### config.mk
export PLATFORM = sky130hd
export DESIGN_NAME = md_unit
export DESIGN_NICKNAME = d
export VERILOG_FILES = /design/src/rtl/md_unit.sv
export SDC_FILE = /design/constraint.sdc
export NUM_CORES = 1
export LEC_CHECK = 0
export BUFFER_PORTS_ARGS = -buffer_cell sky130_fd_sc_hd__buf_2
export CORE_MARGIN = 4
export CORE_UTILIZATION = 30
export CTS_BUF_LIST = sky130_fd_sc_hd__clkbuf_8
export CTS_CLUSTER_SIZE = 20
export DETAILED_ROUTE_END_ITERATION = 16
export GPL_TIMING_DRIVEN = 0
export SYNTH_ARGS = -nofsm -noshare
export SYNTH_HDL_FRONTEND = slang
export SYNTH_SLANG_ARGS = --single-unit
### constraint.sdc
create_clock -name clk -period 5.5 [get_ports clk]
set_input_delay 1.375 -clock clk [delete_from_list [all_inputs] [get_ports clk]]
set_output_delay 1.375 -clock clk [all_outputs]
set_load 0.05 [all_outputs]
### src/rtl/md_unit.sv
// md_unit: multi-cycle multiply/divide unit for the MUL/DIV opcodes.
// Iterates one bit per cycle (shift-add multiply, restoring divide) and
// returns {Result2, Result} = {HI, LO} through a valid/ready response.
// Optional build macro MD_EARLY_OUT_EN: multiplies finish as soon as the
// remaining multiplier bits are all zero. Results are identical either way.

module md_unit #(
   parameter int WIDTH = 32,
   parameter int CNT_W = 6
) (
   input  logic             clk,
   input  logic             rst_n,
   input  logic             req_valid,
   output logic             req_ready,
   input  logic [WIDTH-1:0] X,
   input  logic [WIDTH-1:0] Y,
   input  logic [3:0]       AluOP,
   input  logic             kill,
   output logic             resp_valid,
   input  logic             resp_ready,
   output logic [WIDTH-1:0] Result,
   output logic [WIDTH-1:0] Result2,
   output logic             div_zero,
   output logic             busy
);

   // Opcode encoding shared with the ALU
   localparam logic [3:0] OP_MULTU = 4'b0011;
   localparam logic [3:0] OP_MULT  = 4'b1101;
   localparam logic [3:0] OP_DIVU  = 4'b0100;
   localparam logic [3:0] OP_DIV   = 4'b1111;

   localparam logic [CNT_W-1:0] LAST_CNT = CNT_W'(WIDTH - 1);

   typedef enum logic [1:0] {
      IDLE,
      CALC,
      DONE
   } state_t;

   state_t state;
   state_t state_next;

   // Request decode
   logic op_mul;
   logic op_div;
   logic op_signed;
   logic op_valid;
   logic accept;
   logic [WIDTH-1:0] x_mag;
   logic [WIDTH-1:0] y_mag;

   // Latched operation context
   logic is_mul;
   logic is_zdiv;
   logic sign_x;
   logic sign_y;
   logic [CNT_W-1:0] cnt;

   // Multiply working registers: product accumulator, left-shifting
   // multiplicand and right-shifting multiplier
   logic [2*WIDTH-1:0] prod;
   logic [2*WIDTH-1:0] mcand;
   logic [WIDTH-1:0]   mplier;

   // Divide working registers: partial remainder, dividend/quotient shifter
   logic [WIDTH-1:0] rem;
   logic [WIDTH-1:0] quo;
   logic [WIDTH-1:0] divisor;

   // One-step next values and sign-corrected final values
   logic [2*WIDTH-1:0] prod_step;
   logic [2*WIDTH-1:0] prod_fix;
   logic [WIDTH:0]     shifted;
   logic [WIDTH:0]     diff;
   logic [WIDTH-1:0]   quo_step;
   logic [WIDTH-1:0]   rem_step;
   logic [WIDTH-1:0]   quo_fix;
   logic [WIDTH-1:0]   rem_fix;
   logic [WIDTH-1:0]   x_orig;
   logic               early_done;
   logic               calc_last;

   // Registered response
   logic [WIDTH-1:0] result_q;
   logic [WIDTH-1:0] result2_q;
   logic             div_zero_q;

   assign Result   = result_q;
   assign Result2  = result2_q;
   assign div_zero = div_zero_q;

   // Decode the incoming opcode and form operand magnitudes for signed ops
   always_comb begin
      op_mul    = (AluOP == OP_MULTU) || (AluOP == OP_MULT);
      op_div    = (AluOP == OP_DIVU) || (AluOP == OP_DIV);
      op_signed = (AluOP == OP_MULT) || (AluOP == OP_DIV);
      op_valid  = op_mul || op_div;
      x_mag     = (op_signed && X[WIDTH-1]) ? -X : X;
      y_mag     = (op_signed && Y[WIDTH-1]) ? -Y : Y;
   end

   // Single iteration step for both datapaths plus final sign correction.
   // The restoring divide uses a WIDTH+1 bit trial subtraction; bit WIDTH
   // of the difference is the borrow that rejects the subtraction.
   always_comb begin
      prod_step = mplier[0] ? (prod + mcand) : prod;
      prod_fix  = (sign_x ^ sign_y) ? -prod_step : prod_step;

      shifted   = {rem, quo[WIDTH-1]};
      diff      = shifted - {1'b0, divisor};
      quo_step  = {quo[WIDTH-2:0], ~diff[WIDTH]};
      rem_step  = diff[WIDTH] ? shifted[WIDTH-1:0] : diff[WIDTH-1:0];
      quo_fix   = (sign_x ^ sign_y) ? -quo_step : quo_step;
      rem_fix   = sign_x ? -rem_step : rem_step;

      x_orig    = sign_x ? -quo : quo;
   end

   // Early finish for multiplies once no multiplier bits remain above the
   // one being consumed this cycle
`ifdef MD_EARLY_OUT_EN
   always_comb begin
      early_done = is_mul && (mplier[WIDTH-1:1] == '0);
   end
`else
   always_comb begin
      early_done = 1'b0;
   end
`endif

   // Divide-by-zero needs only one CALC edge; otherwise run WIDTH steps
   always_comb begin
      calc_last = is_zdiv || (cnt == LAST_CNT) || early_done;
   end

   // State register
   always_ff @(posedge clk or negedge rst_n) begin
      if (!rst_n) begin
         state <= IDLE;
      end else begin
         state <= state_next;
      end
   end

   // Next-state logic and handshake outputs; kill overrides everything
   always_comb begin
      state_next = state;
      req_ready  = rst_n && (state == IDLE) && !kill;
      accept     = req_valid && req_ready;
      resp_valid = (state == DONE);
      busy       = (state != IDLE);

      case (state)
         IDLE: begin
            if (accept) begin
               state_next = op_valid ? CALC : DONE;
            end
         end
         CALC: begin
            if (calc_last) begin
               state_next = DONE;
            end
         end
         DONE: begin
            if (resp_ready) begin
               state_next = IDLE;
            end
         end
         default: begin
            state_next = IDLE;
         end
      endcase

      if (kill) begin
         state_next = IDLE;
      end
   end

   // Datapath: latch operands on accept, iterate in CALC, and load the
   // response registers only on entry to DONE
   always_ff @(posedge clk or negedge rst_n) begin
      if (!rst_n) begin
         is_mul     <= 1'b0;
         is_zdiv    <= 1'b0;
         sign_x     <= 1'b0;
         sign_y     <= 1'b0;
         cnt        <= '0;
         prod       <= '0;
         mcand      <= '0;
         mplier     <= '0;
         rem        <= '0;
         quo        <= '0;
         divisor    <= '0;
         result_q   <= '0;
         result2_q  <= '0;
         div_zero_q <= 1'b0;
      end else if (accept) begin
         is_mul   <= op_mul;
         is_zdiv  <= op_div && (Y == '0);
         sign_x   <= op_signed && X[WIDTH-1];
         sign_y   <= op_signed && Y[WIDTH-1];
         cnt      <= '0;
         prod     <= '0;
         mcand    <= {{WIDTH{1'b0}}, x_mag};
         mplier   <= y_mag;
         rem      <= '0;
         quo      <= x_mag;
         divisor  <= y_mag;
         if (!op_valid) begin
            result_q   <= '0;
            result2_q  <= '0;
            div_zero_q <= 1'b0;
         end
      end else if ((state == CALC) && !kill) begin
         cnt    <= cnt + 1'b1;
         prod   <= prod_step;
         mcand  <= mcand << 1;
         mplier <= mplier >> 1;
         rem    <= rem_step;
         quo    <= quo_step;
         if (calc_last) begin
            if (is_zdiv) begin
               result_q   <= '1;
               result2_q  <= x_orig;
               div_zero_q <= 1'b1;
            end else if (is_mul) begin
               result_q   <= prod_fix[WIDTH-1:0];
               result2_q  <= prod_fix[2*WIDTH-1:WIDTH];
               div_zero_q <= 1'b0;
            end else begin
               result_q   <= quo_fix;
               result2_q  <= rem_fix;
               div_zero_q <= 1'b0;
            end
         end
      end
   end

endmodule

# Yosys cells after proc, flatten, opt, wreduce, memory -nomap -nowiden
# Cells that the tools add are included.
# W data, S select, Z words.
[totals] register_bits=333 inputBits=73 output_inout_bits=68
[classes] add_sub_neg=9 eq_ne=11 mux=42 n_bitwise=2 n_reduce_logical=20
[op_table] operator="$mux W32" count=23
[op_table] operator="$mux W64" count=6
[op_table] operator="$neg A32 Y32" count=5
[op_table] operator="$add A64 B64 Y64" count=1
[op_table] operator="$neg A64 Y64" count=1
[op_table] operator="$sub A33 B32 Y33" count=1
[op_table] operator="$logic_not A32 Y1" count=1
[op_table] operator="$mux W6" count=2
[op_table] operator="$mux W2" count=5
[op_table] operator="$eq A4 B4 Y1 const B" count=2
[op_table] operator="$logic_and A1 B1 Y1" count=7
[op_table] operator="$add A6 B1 Y6 const B" count=1
[op_table] operator="$eq A6 B5 Y1 const B" count=1
[op_table] operator="$ne A3 B3 Y1 const B" count=2
[op_table] operator="$pmux W2 S3" count=1
[op_table] operator="$reduce_and A3 Y1" count=2
[op_table] operator="$reduce_bool A2 Y1" count=3
[op_table] operator="$logic_or A1 B1 Y1" count=5
[op_table] operator="$mux W1" count=5
[op_table] operator="$eq A4 B2 Y1 const B" count=1
[op_table] operator="$eq A4 B3 Y1 const B" count=1
[op_table] operator="$ne A3 B2 Y1 const B" count=1
[op_table] operator="$eq A2 B1 Y1 const B" count=1
[op_table] operator="$eq A2 B2 Y1 const B" count=1
[op_table] operator="other kinds (5)" count=5

# Logic depth before layout (Yosys ltp)
# Gate-level depths: netlist of the first run.
[logic_depth] ltp_word=9 mapped_depth=27 ltp_nobuf=24

# Worst setup path before layout of the first run
# No wires, ideal clock.
[synth_path] kind="register to register" startpoint="register quo[31]" endpoint="register result2_q[26] (netlist: Result2[26])" setup_time_ps=134 arrival_time_ps=5040 required_ps=5366 slack_ps=326 path_stages_with_launch=25 path_buffers=4 cell_sequence="dfrtp_1 -> inv_1 -> ha_1 -> inv_1 -> fa_1 -> a211oi_1 -> o211ai_1 -> a21oi_1 -> a21oi_1 -> o21a_1 -> nor2_4 -> buf_4 -> buf_6 -> buf_2 -> buf_2 -> mux2i_1 -> ha_1 -> nand2_1 -> o41ai_1 -> nand3_1 -> or3_1 -> o21a_1 -> xnor2_1 -> a222oi_1 -> o21ai_1"
[synth_via] elab_chain_cells=9
[synth_lines] element="start, declared" line="68" rtl="logic [WIDTH-1:0] quo;"
[synth_lines] element="start signal, assigned" line="208" rtl="quo <= x_mag;"
[synth_lines] element="start signal, assigned" line="221" rtl="quo <= quo_step;"
[synth_lines] element="$sub A33 B32 Y33" line="111" rtl="diff = shifted - {1'b0, divisor};"
[synth_lines] element="$mux W32 *" line="113" rtl="rem_step = diff[WIDTH] ? shifted[WIDTH-1:0] : diff[WIDTH-1:0];"
[synth_lines] element="$neg A32 Y32" line="115" rtl="rem_fix = sign_x ? -rem_step : rem_step;"
[synth_lines] element="$mux W32 *" line="115"
[synth_lines] element="$mux W32 *" line="227" rtl="end else if (is_mul) begin"
[synth_lines] element="$mux W32 *" line="223" rtl="if (is_zdiv) begin"
[synth_lines] element="$mux W32 *" line="222" rtl="if (calc_last) begin"
[synth_lines] element="$mux W32 *" line="215" rtl="end else if ((state == CALC) && !kill) begin"
[synth_lines] element="$mux W32 *" line="198" rtl="end else if (accept) begin"
[synth_lines] element="end signal, assigned" line="225" rtl="result2_q <= x_orig;"
[synth_lines] element="end signal, assigned" line="229" rtl="result2_q <= prod_fix[2*WIDTH-1:WIDTH];"
[synth_lines] element="end signal, assigned" line="233" rtl="result2_q <= rem_fix;"
[synth_lines] element="end, declared" line="86" rtl="logic [WIDTH-1:0] result2_q;"
# Mark *: on every way between the ends. The rest lies on a longest branch, timed or not. The select of a mux whose other input is x is not followed.
# A chain may end at the register's enable or synchronous reset.

# Final worst setup path of the first run
[layout_path] startpoint="register quo[31]" endpoint="register result2_q[5] (netlist: Result2[5])"
# Same word-level chain as after synthesis.

==> results of run 1 <==
-- how the worst min path moves through the flow --
stage / cells after the start / start / to / slack, ns
after floorplan: 1 / divisor[31]$_DFFE_PN0P_ / divisor[31]$_DFFE_PN0P_ / 0.45
after global placement: 2 / Result[28]$_DFFE_PN0P_ / Result[28]$_DFFE_PN0P_ / 0.45
after detailed placement: 2 / Result2[2]$_DFFE_PN0P_ / Result2[2]$_DFFE_PN0P_ / 0.45
after CTS: 2 / Result2[2]$_DFFE_PN0P_ / Result2[2]$_DFFE_PN0P_ / 0.47
after global routing: 2 / Result2[7]$_DFFE_PN0P_ / Result2[7]$_DFFE_PN0P_ / 0.48
final: 2 / Result2[3]$_DFFE_PN0P_ / Result2[3]$_DFFE_PN0P_ / 0.46
-- timing repair --
| action | CTS | global route |
|---|---|---|
| pin swaps | 12 | 16 |
| setup buffers | 9 | 10 |
| endpoints found under the setup margin | 30 | 26 |
| resized for setup | 52 | 20 |
| gates cloned | 0 | 0 |
| endpoints found under the hold margin | 0 | 0 |
-- cell type report --
type | instances | share of cell area, %
Antenna cell | 4 | 0.03220
Buffer | 233 | 3.188
Clock buffer | 77 | 3.409
Clock inverter | 36 | 0.6722
Inverter | 79 | 0.9540
Multi-Input combinational cell | 2822 | 57.23
Sequential cell | 333 | 26.81
Tap cell | 1165 | 4.689
Timing Repair Buffer | 162 | 3.011
-- sequential cells by signal (all words and copies together), names as in the netlist --
signal	flops
cnt	6
sign_y	1
quo	32
state	2
is_zdiv	1
Result2	32
sign_x	1
mcand	64
prod	64
div_zero	1
Result	32
is_mul	1
rem	32
mplier	32
divisor	32
-- per-layer routing --
metal  routed length, um  up-vias  track usage (%)
met5                  27        -                0
met4                6767        4            11.87
met3               10660      289            4.443
met2               53770     1452            38.93
met1               51610    14280            33.80
li1                    -    13130                -
-- worst reg2reg max path, delay by kind of cell (launching register included) --
| family | cells | cell delay (ns) |
|---|---|---|
| compound gates | 8 | 2.61 |
| xor+xnor | 1 | 0.23 |
| fa+ha+maj | 2 | 0.56 |
| buf+inv | 5 | 1.28 |
| flops | 1 | 0.45 |
| simple gates | 2 | 0.37 |
-- cell usage after synthesis (all sizes together) (48+ instances only) --
master,n,area share (%)
mux2i,48,1.8
xnor2,133,4.3
clkbuf,172,2.4
dfrtp,333,31
nor3,78,1.6
ha,102,4.7
xor2,105,3.4
nor2,279,3.9
inv,79,1.1
buf,64,1.1
a21o,57,1.6
a21oi,340,6.3
nand3,105,2.0
nand2,499,6.9
a31oi,77,1.9
nand4,62,1.5
o21ai,297,5.5
-- kinds of logic after synthesis --
group	count (synthesis)	share of synthesized area, %
flops	333	30.78
xor+xnor	238	7.699
fa+ha+maj	104	4.862
simple gates	1283	22.71
mux	54	2.024
compound gates	1143	27.29
buf+inv	315	4.635
-- power by group through the flow --
stage	clock [mW]	sequential (mW)	combinational, mW
floorplan	0	2.89	2.28
global placement	0	3.02	3.35
detailed placement	0	3.02	3.37
CTS	2.59	2.98	3.43
global route	2.70	3.02	3.81
finish	2.56	3.00	3.55
==> impl_results.md, run 1 <==
* Net switching power at roughly 4.0 mW
* Gr usage total at roughly 25%
* Kind of critical path: reg2reg
* Critical Path Sink: Result2[5]$_DFFE_PN0P_
* Syn Inst Count at 3,470
* Distinct cell type count of the synthesized netlist at roughly 110
* RR Endpoint: Result2[5]$_DFFE_PN0P_
* Bufs on Longest Clock Path at 3
* Register area share after synthesis at approximately 31%
* Via count at between 20,000 and 30,000
* CP Max Fanout at 18
* Hold Slack at ~0.46 ns
* Nets at 3,869
* Initial Util at between 30 and 40%
* Critical path startpoint: quo[31]$_DFFE_PN0P_
* Placed cell area at ~29,000 um2
* Failing checks: negative setup slack
* RD Place Congestion at a little over 1
* Commonest non-fill, non-tap cells in the layout: nand2_1 (499), dfrtp_1 (332), a21oi_1 (332), nor2_1 (277), o21ai_0 (267)
* Switch share at between 40 and 50%
* Vias in the first global route at about 27,000
* Fraction of layout cells with a size suffix above 1 at between 10% and 20%
* Slew Limit Headroom at between 15 and 20%
* Syn nets at 3,647
* CTS Buf Count at 61
* Later-pin clock latency in the skew report at ~0.74 ns
* Outcome: complete, but fails checks
* Post-Place Cells at between 4,000 and 5,000
* Die span in y at approximately 310 um
* Die ar. at roughly 95,000 um2
* Storage cell area at between 8000 and 9000 um2
* Cells along the critical path: inv_1 > ha_1 > inv_1 > fa_2 > a211oi_2 > o211ai_1 > a21oi_2 > a21oi_4 > o21a_2 > nor2_4 > buf_12 > buf_4 > clkbuf_1 > a311oi_1 > xor2_1 > a221oi_1 > o21ai_0 > nand2_1
* First-pass GRT wire length at approximately 180,000 um
* Clock Skew at ~0.043 ns
* WP data required at a little over 6 ns
* Asr flop ratio synth at 100.0%
* Final number of hold-violating endpoints at 0
* Min cycle time layout at roughly 5.6 ns
* CTS tree: yes
* CP Launch Type: flop
* Post-route cell area at 31,080 um2
* Residual DRC at 0
* Crit path arrival time at between 6 and 7 ns
* Vias per cell at a little under 6
* Avg Inst Size Synth at ~7.8 um2
* PwrDens at approximately 300 nW/um2
* Post-DP HPWL at approximately 97,000 um
* Total wire length at 122,800 um
* FP Rows at 109
* Die W at 308.4 um
* Fin crit share at 101.4%
* Maximum VDD drop at between 0.15 and 0.2 mV
* Dpl ws at -1.829 ns
* Max-Cap Viols at 0
* Core footprint at ~89,000 um2
* Synthesized cell area at about 27,000 um2
* RSZ-0062 raised after global routing: true
* R2r startpoint: quo[31]$_DFFE_PN0P_
* Largest net degree at the start of global routing at about 110
* Post-DRT Antenna Nets at 0
* H-tree levels at 2
* Reg2reg path depth at 18
* Non-filler cells, final at between 4,000 and 5,000
* Fillers at 9,535
* Reg clk slew, reported paths at 0.07 ns
* # setup viols final at 2
* Max Fclk at roughly 180 MHz
* Port Buffers at between 100 and 150
* CP bufs+invs at 5
* Area growth, synth to finish at 14.81%
* FF-to-FF setup slack at -0.08 ns
* Static Leak at approximately 13 nW
* Mean routed wirelength per cell at 25.01 um
* Initial antenna violation count at 5
* Setup_tns at -0.08811 ns
* Ys flop type: dfrtp_1
* DRT iter0 DRCs at between 3,000 and 4,000
* Pwr Total at a little over 9 mW
* First-pass DRT Iterations at 8
* Synth Register Bits at 333
* Post-synth EDFFs at 0
* Part of the power in combinational logic at 39.0%
* Pint at 5.152 mW
* Worst Tran Pin Value at about 1.3 ns
* GR Overflow Total at 0
* Sequential power share at about a third
* Stages on worst setup path at 18
* CP peak stage delay at about 0.7 ns
* Hold_buf cts at 0
* Worst Hold Class: reg2reg
* Multi-input gate area at 17,790 um2
* Critical path endpoint category: flop
* CP most frequent cell: inv_1
* I/O pins at 141
* Crit-path slowest cell: clkbuf_1
* Warnings, synthesis at 0
* CP delay by family, top: compound AO/OA/AOI/OAI gates
* Clock Power Share at 28.1%
* Fin. max-slew vios at 0
* Final Util at 34.96%
* Most common cell after layout, fill and taps aside: nand2_1
* Clk sinks at about 330
* Final setup margin at -0.07676 ns
* Root buffer cell: clkbuf_8
No activity file was read; power rests on OpenSTA's default activity.
==> inputs of run 2 (changes only) <==
--- a/config.mk
+++ b/config.mk
@@ -12,6 +12,7 @@
 export CTS_CLUSTER_SIZE = 20
 export DETAILED_ROUTE_END_ITERATION = 16
 export GPL_TIMING_DRIVEN = 0
+export MAX_ROUTING_LAYER = met4
 export SYNTH_ARGS = -nofsm -noshare
 export SYNTH_HDL_FRONTEND = slang
 export SYNTH_SLANG_ARGS = --single-unit
==> run 2 against run 1 <==
Net effect:
- the flow still finishes with violations (negative setup slack)
- register-to-register slack improved by 0.07 ns
- worst hold slack got worse by 0.0017 ns
- first-iteration DRC count decreased by 6.2%
- sequential power about the same
- count of clock-buffer cells in the layout increased by 7
- routed wire length increased by 1.9%
- clock skew increased by 0.0079 ns
- core utilization increased by 0.10 points
==> impl_results.md, run 2 (synthesized netlist as in run 1, its figures left out) <==
* Reg clk slew, reported paths at 0.07 ns
* First-pass GRT wire length at around 180,000 um
* Net switching power at 3.959 mW
* Post-DRT Antenna Nets at 0
* Later-pin clock latency in the skew report at 0.70 ns
* Maximum VDD drop at 0.1760 mV
* CTS Buf Count at 66
* Pwr Total at between 9 and 10 mW
* Crit path arrival time at ~6.1 ns
* Port Buffers at between 100 and 150
* Critical path startpoint: mcand[6]$_DFFE_PN0P_
* Fin. max-slew vios at 0
* Residual DRC at 0
* Nets at roughly 3,900
* Root buffer cell: clkbuf_8
* Commonest non-fill, non-tap cells in the layout: nand2_1 (499), a21oi_1 (333), dfrtp_1 (332), nor2_1 (277), o21ai_0 (268)
* Post-DP HPWL at between 90,000 and 100,000 um
* I/O pins at 141
* Most common cell after layout, fill and taps aside: nand2_1
* Gr usage total at a little over a quarter
* WP data required at ~6.1 ns
* RD Place Congestion at 1.028
* H-tree levels at 3
* Vias in the first global route at ~27,000
* R2r startpoint: mcand[6]$_DFFE_PN0P_
* Failing checks: negative setup slack
* First-pass DRT Iterations at 5
* Final setup margin at -0.004839 ns
* Die span in y at 308.4 um
* Sequential power share at between 30% and 40%
* FP Rows at roughly 110
* Via count at between 20,000 and 30,000
* PwrDens at 301.5 nW/um2
* Critical Path Sink: Result2[23]$_DFFE_PN0P_
* RR Endpoint: Result2[23]$_DFFE_PN0P_
* Worst Tran Pin Value at roughly 1.3 ns
* Top flop regs: mcand (64), prod (64)
* Largest net degree at the start of global routing at between 100 and 150
* DRT iter0 DRCs at 3,241
* CTS tree: yes
* Static Leak at ~13 nW
* Worst Hold Class: reg2reg
* Fraction of layout cells with a size suffix above 1 at 11.27%
* GR Overflow Total at 0
* Clk sinks at around 330
* Core footprint at 88,920 um2
* Part of the power in combinational logic at between 30% and 40%
* Fin crit share at 100.1%
* Die ar. at about 95,000 um2
* # setup viols final at 1
* Outcome: complete, but fails checks
* Bufs on Longest Clock Path at 3
* Max Fclk at approximately 180 MHz
* Clock Power Share at between 30% and 40%
* CP Max Fanout at 7
* Total wire length at 125,200 um
* Worst Hold Depth at 2
* Kind of critical path: reg2reg
* Placed cell area at about 30,000 um2
* Min cycle time layout at approximately 5.5 ns
* Clock Skew at slightly above 0.05 ns
* Fillers at between 9,000 and 10,000
* Initial Util at 30.45%
* Slew Limit Headroom at ~16%
* Mean routed wirelength per cell at 25.45 um
* Vias per cell at between 5 and 6
* Critical path endpoint category: flop
* Final number of hold-violating endpoints at 0
* Dpl ws at -1.809 ns
* Switch share at 42.12%
* FF-to-FF setup slack at -0.005 ns
* Initial antenna violation count at 8
* Pint at 5.441 mW
* CP Launch Type: flop
* Area growth, synth to finish at 15.15%
* Max-Cap Viols at 0
* Post-route cell area at about 31,000 um2
* Reg2reg path depth at 14
* Die W at about 310 um
-- run 2: changes by cell type in the layout (fill, tap and decap cells not counted), moves of 2 or more --
cell,before,now
bufinv_16,1,5
xnor2_2,4,2
xnor2_1,129,131
clkbuf_8,77,84
inv_1,93,95
inv_6,0,4
clkinv_2,16,5
diode_2,4,7
-- run 2: worst min path at each step --
stage / startpoint / end / slack (ns)
final: Result[28]$_DFFE_PN0P_ / Result[28]$_DFFE_PN0P_ / 0.46
after global routing: Result2[7]$_DFFE_PN0P_ / Result2[7]$_DFFE_PN0P_ / 0.49
after CTS: Result[28]$_DFFE_PN0P_ / Result[28]$_DFFE_PN0P_ / 0.46
after detailed placement: Result[28]$_DFFE_PN0P_ / Result[28]$_DFFE_PN0P_ / 0.45
after global placement: Result2[3]$_DFFE_PN0P_ / Result2[3]$_DFFE_PN0P_ / 0.45
after floorplan: divisor[31]$_DFFE_PN0P_ / divisor[31]$_DFFE_PN0P_ / 0.45
-- run 2: final cells by class --
class / count / area (um2) / area share (%)
sequential: 333 / 8334 / 26.73
timing repair buffer: 162 / 935.9 / 3.002
buffer: 233 / 979.7 / 3.143
inverter: 79 / 296.5 / 0.9512
clock buffer: 84 / 1156 / 3.708
multi-input combinational: 2822 / 17720 / 56.83
antenna: 7 / 17.52 / 0.05619
clock inverter: 32 / 281.5 / 0.9030
tap: 1165 / 1458 / 4.676
-- run 2: worst max-delay path, cell delays in order (launching register included) --
cell and delay (ns):
dfrtp_1 0.48, ha_1 0.39, a21oi_1 0.33, nor2_1 0.11
o41ai_1 0.53, a21boi_1 0.33, o2111ai_1 0.54, a211oi_2 0.15
mux2i_1 0.15, a211oi_2 0.76, and3_1 0.36, nand3_2 0.24
o21a_1 0.26, xnor2_1 0.51, o21ai_0 0.18
-- run 2: stage by stage --
stage	instances	utilization (%)	TNS [ns]	hold slack [ns]
3_5_place_dp	4778	32.98	-27.35	0.4511
6_report	4917	35.06	-0.004839	0.4556
5_1_grt	4914	35.05	-0.003574	0.4922
2_1_floorplan	3470	-	0	0.4492
4_1_cts	4900	34.89	0	0.4638
3_3_place_gp	4775	32.87	-2839.52	0.4477
-- run 2: layer usage --
metal | up-vias | wire [um] | track usage (%)
li1 | 13130 | - | -
met1 | 14090 | 52970 | 34.08
met2 | 1360 | 54840 | 39.61
met3 | 277 | 10360 | 5.088
met4 | 0 | 6984 | 12.29
met5 | - | 0 | -
-- run 2: power by group through the flow --
stage	Clock (mW)	Combinational, mW	Sequential (mW)
floorplan	0	2.28	2.89
global placement	0	3.38	3.01
detailed placement	0	3.39	3.02
CTS	2.90	3.45	2.98
global route	3.00	3.79	3.01
finish	2.86	3.54	2.99
-- run 2: what timing repair did --
item,4_1_cts,5_1_grt
hold buffers,0,0
setup endpoints to repair,30,24
setup buffers,7,12
pin swaps,12,10
endpoints found under the hold margin,0,0
gates resized for setup,47,14
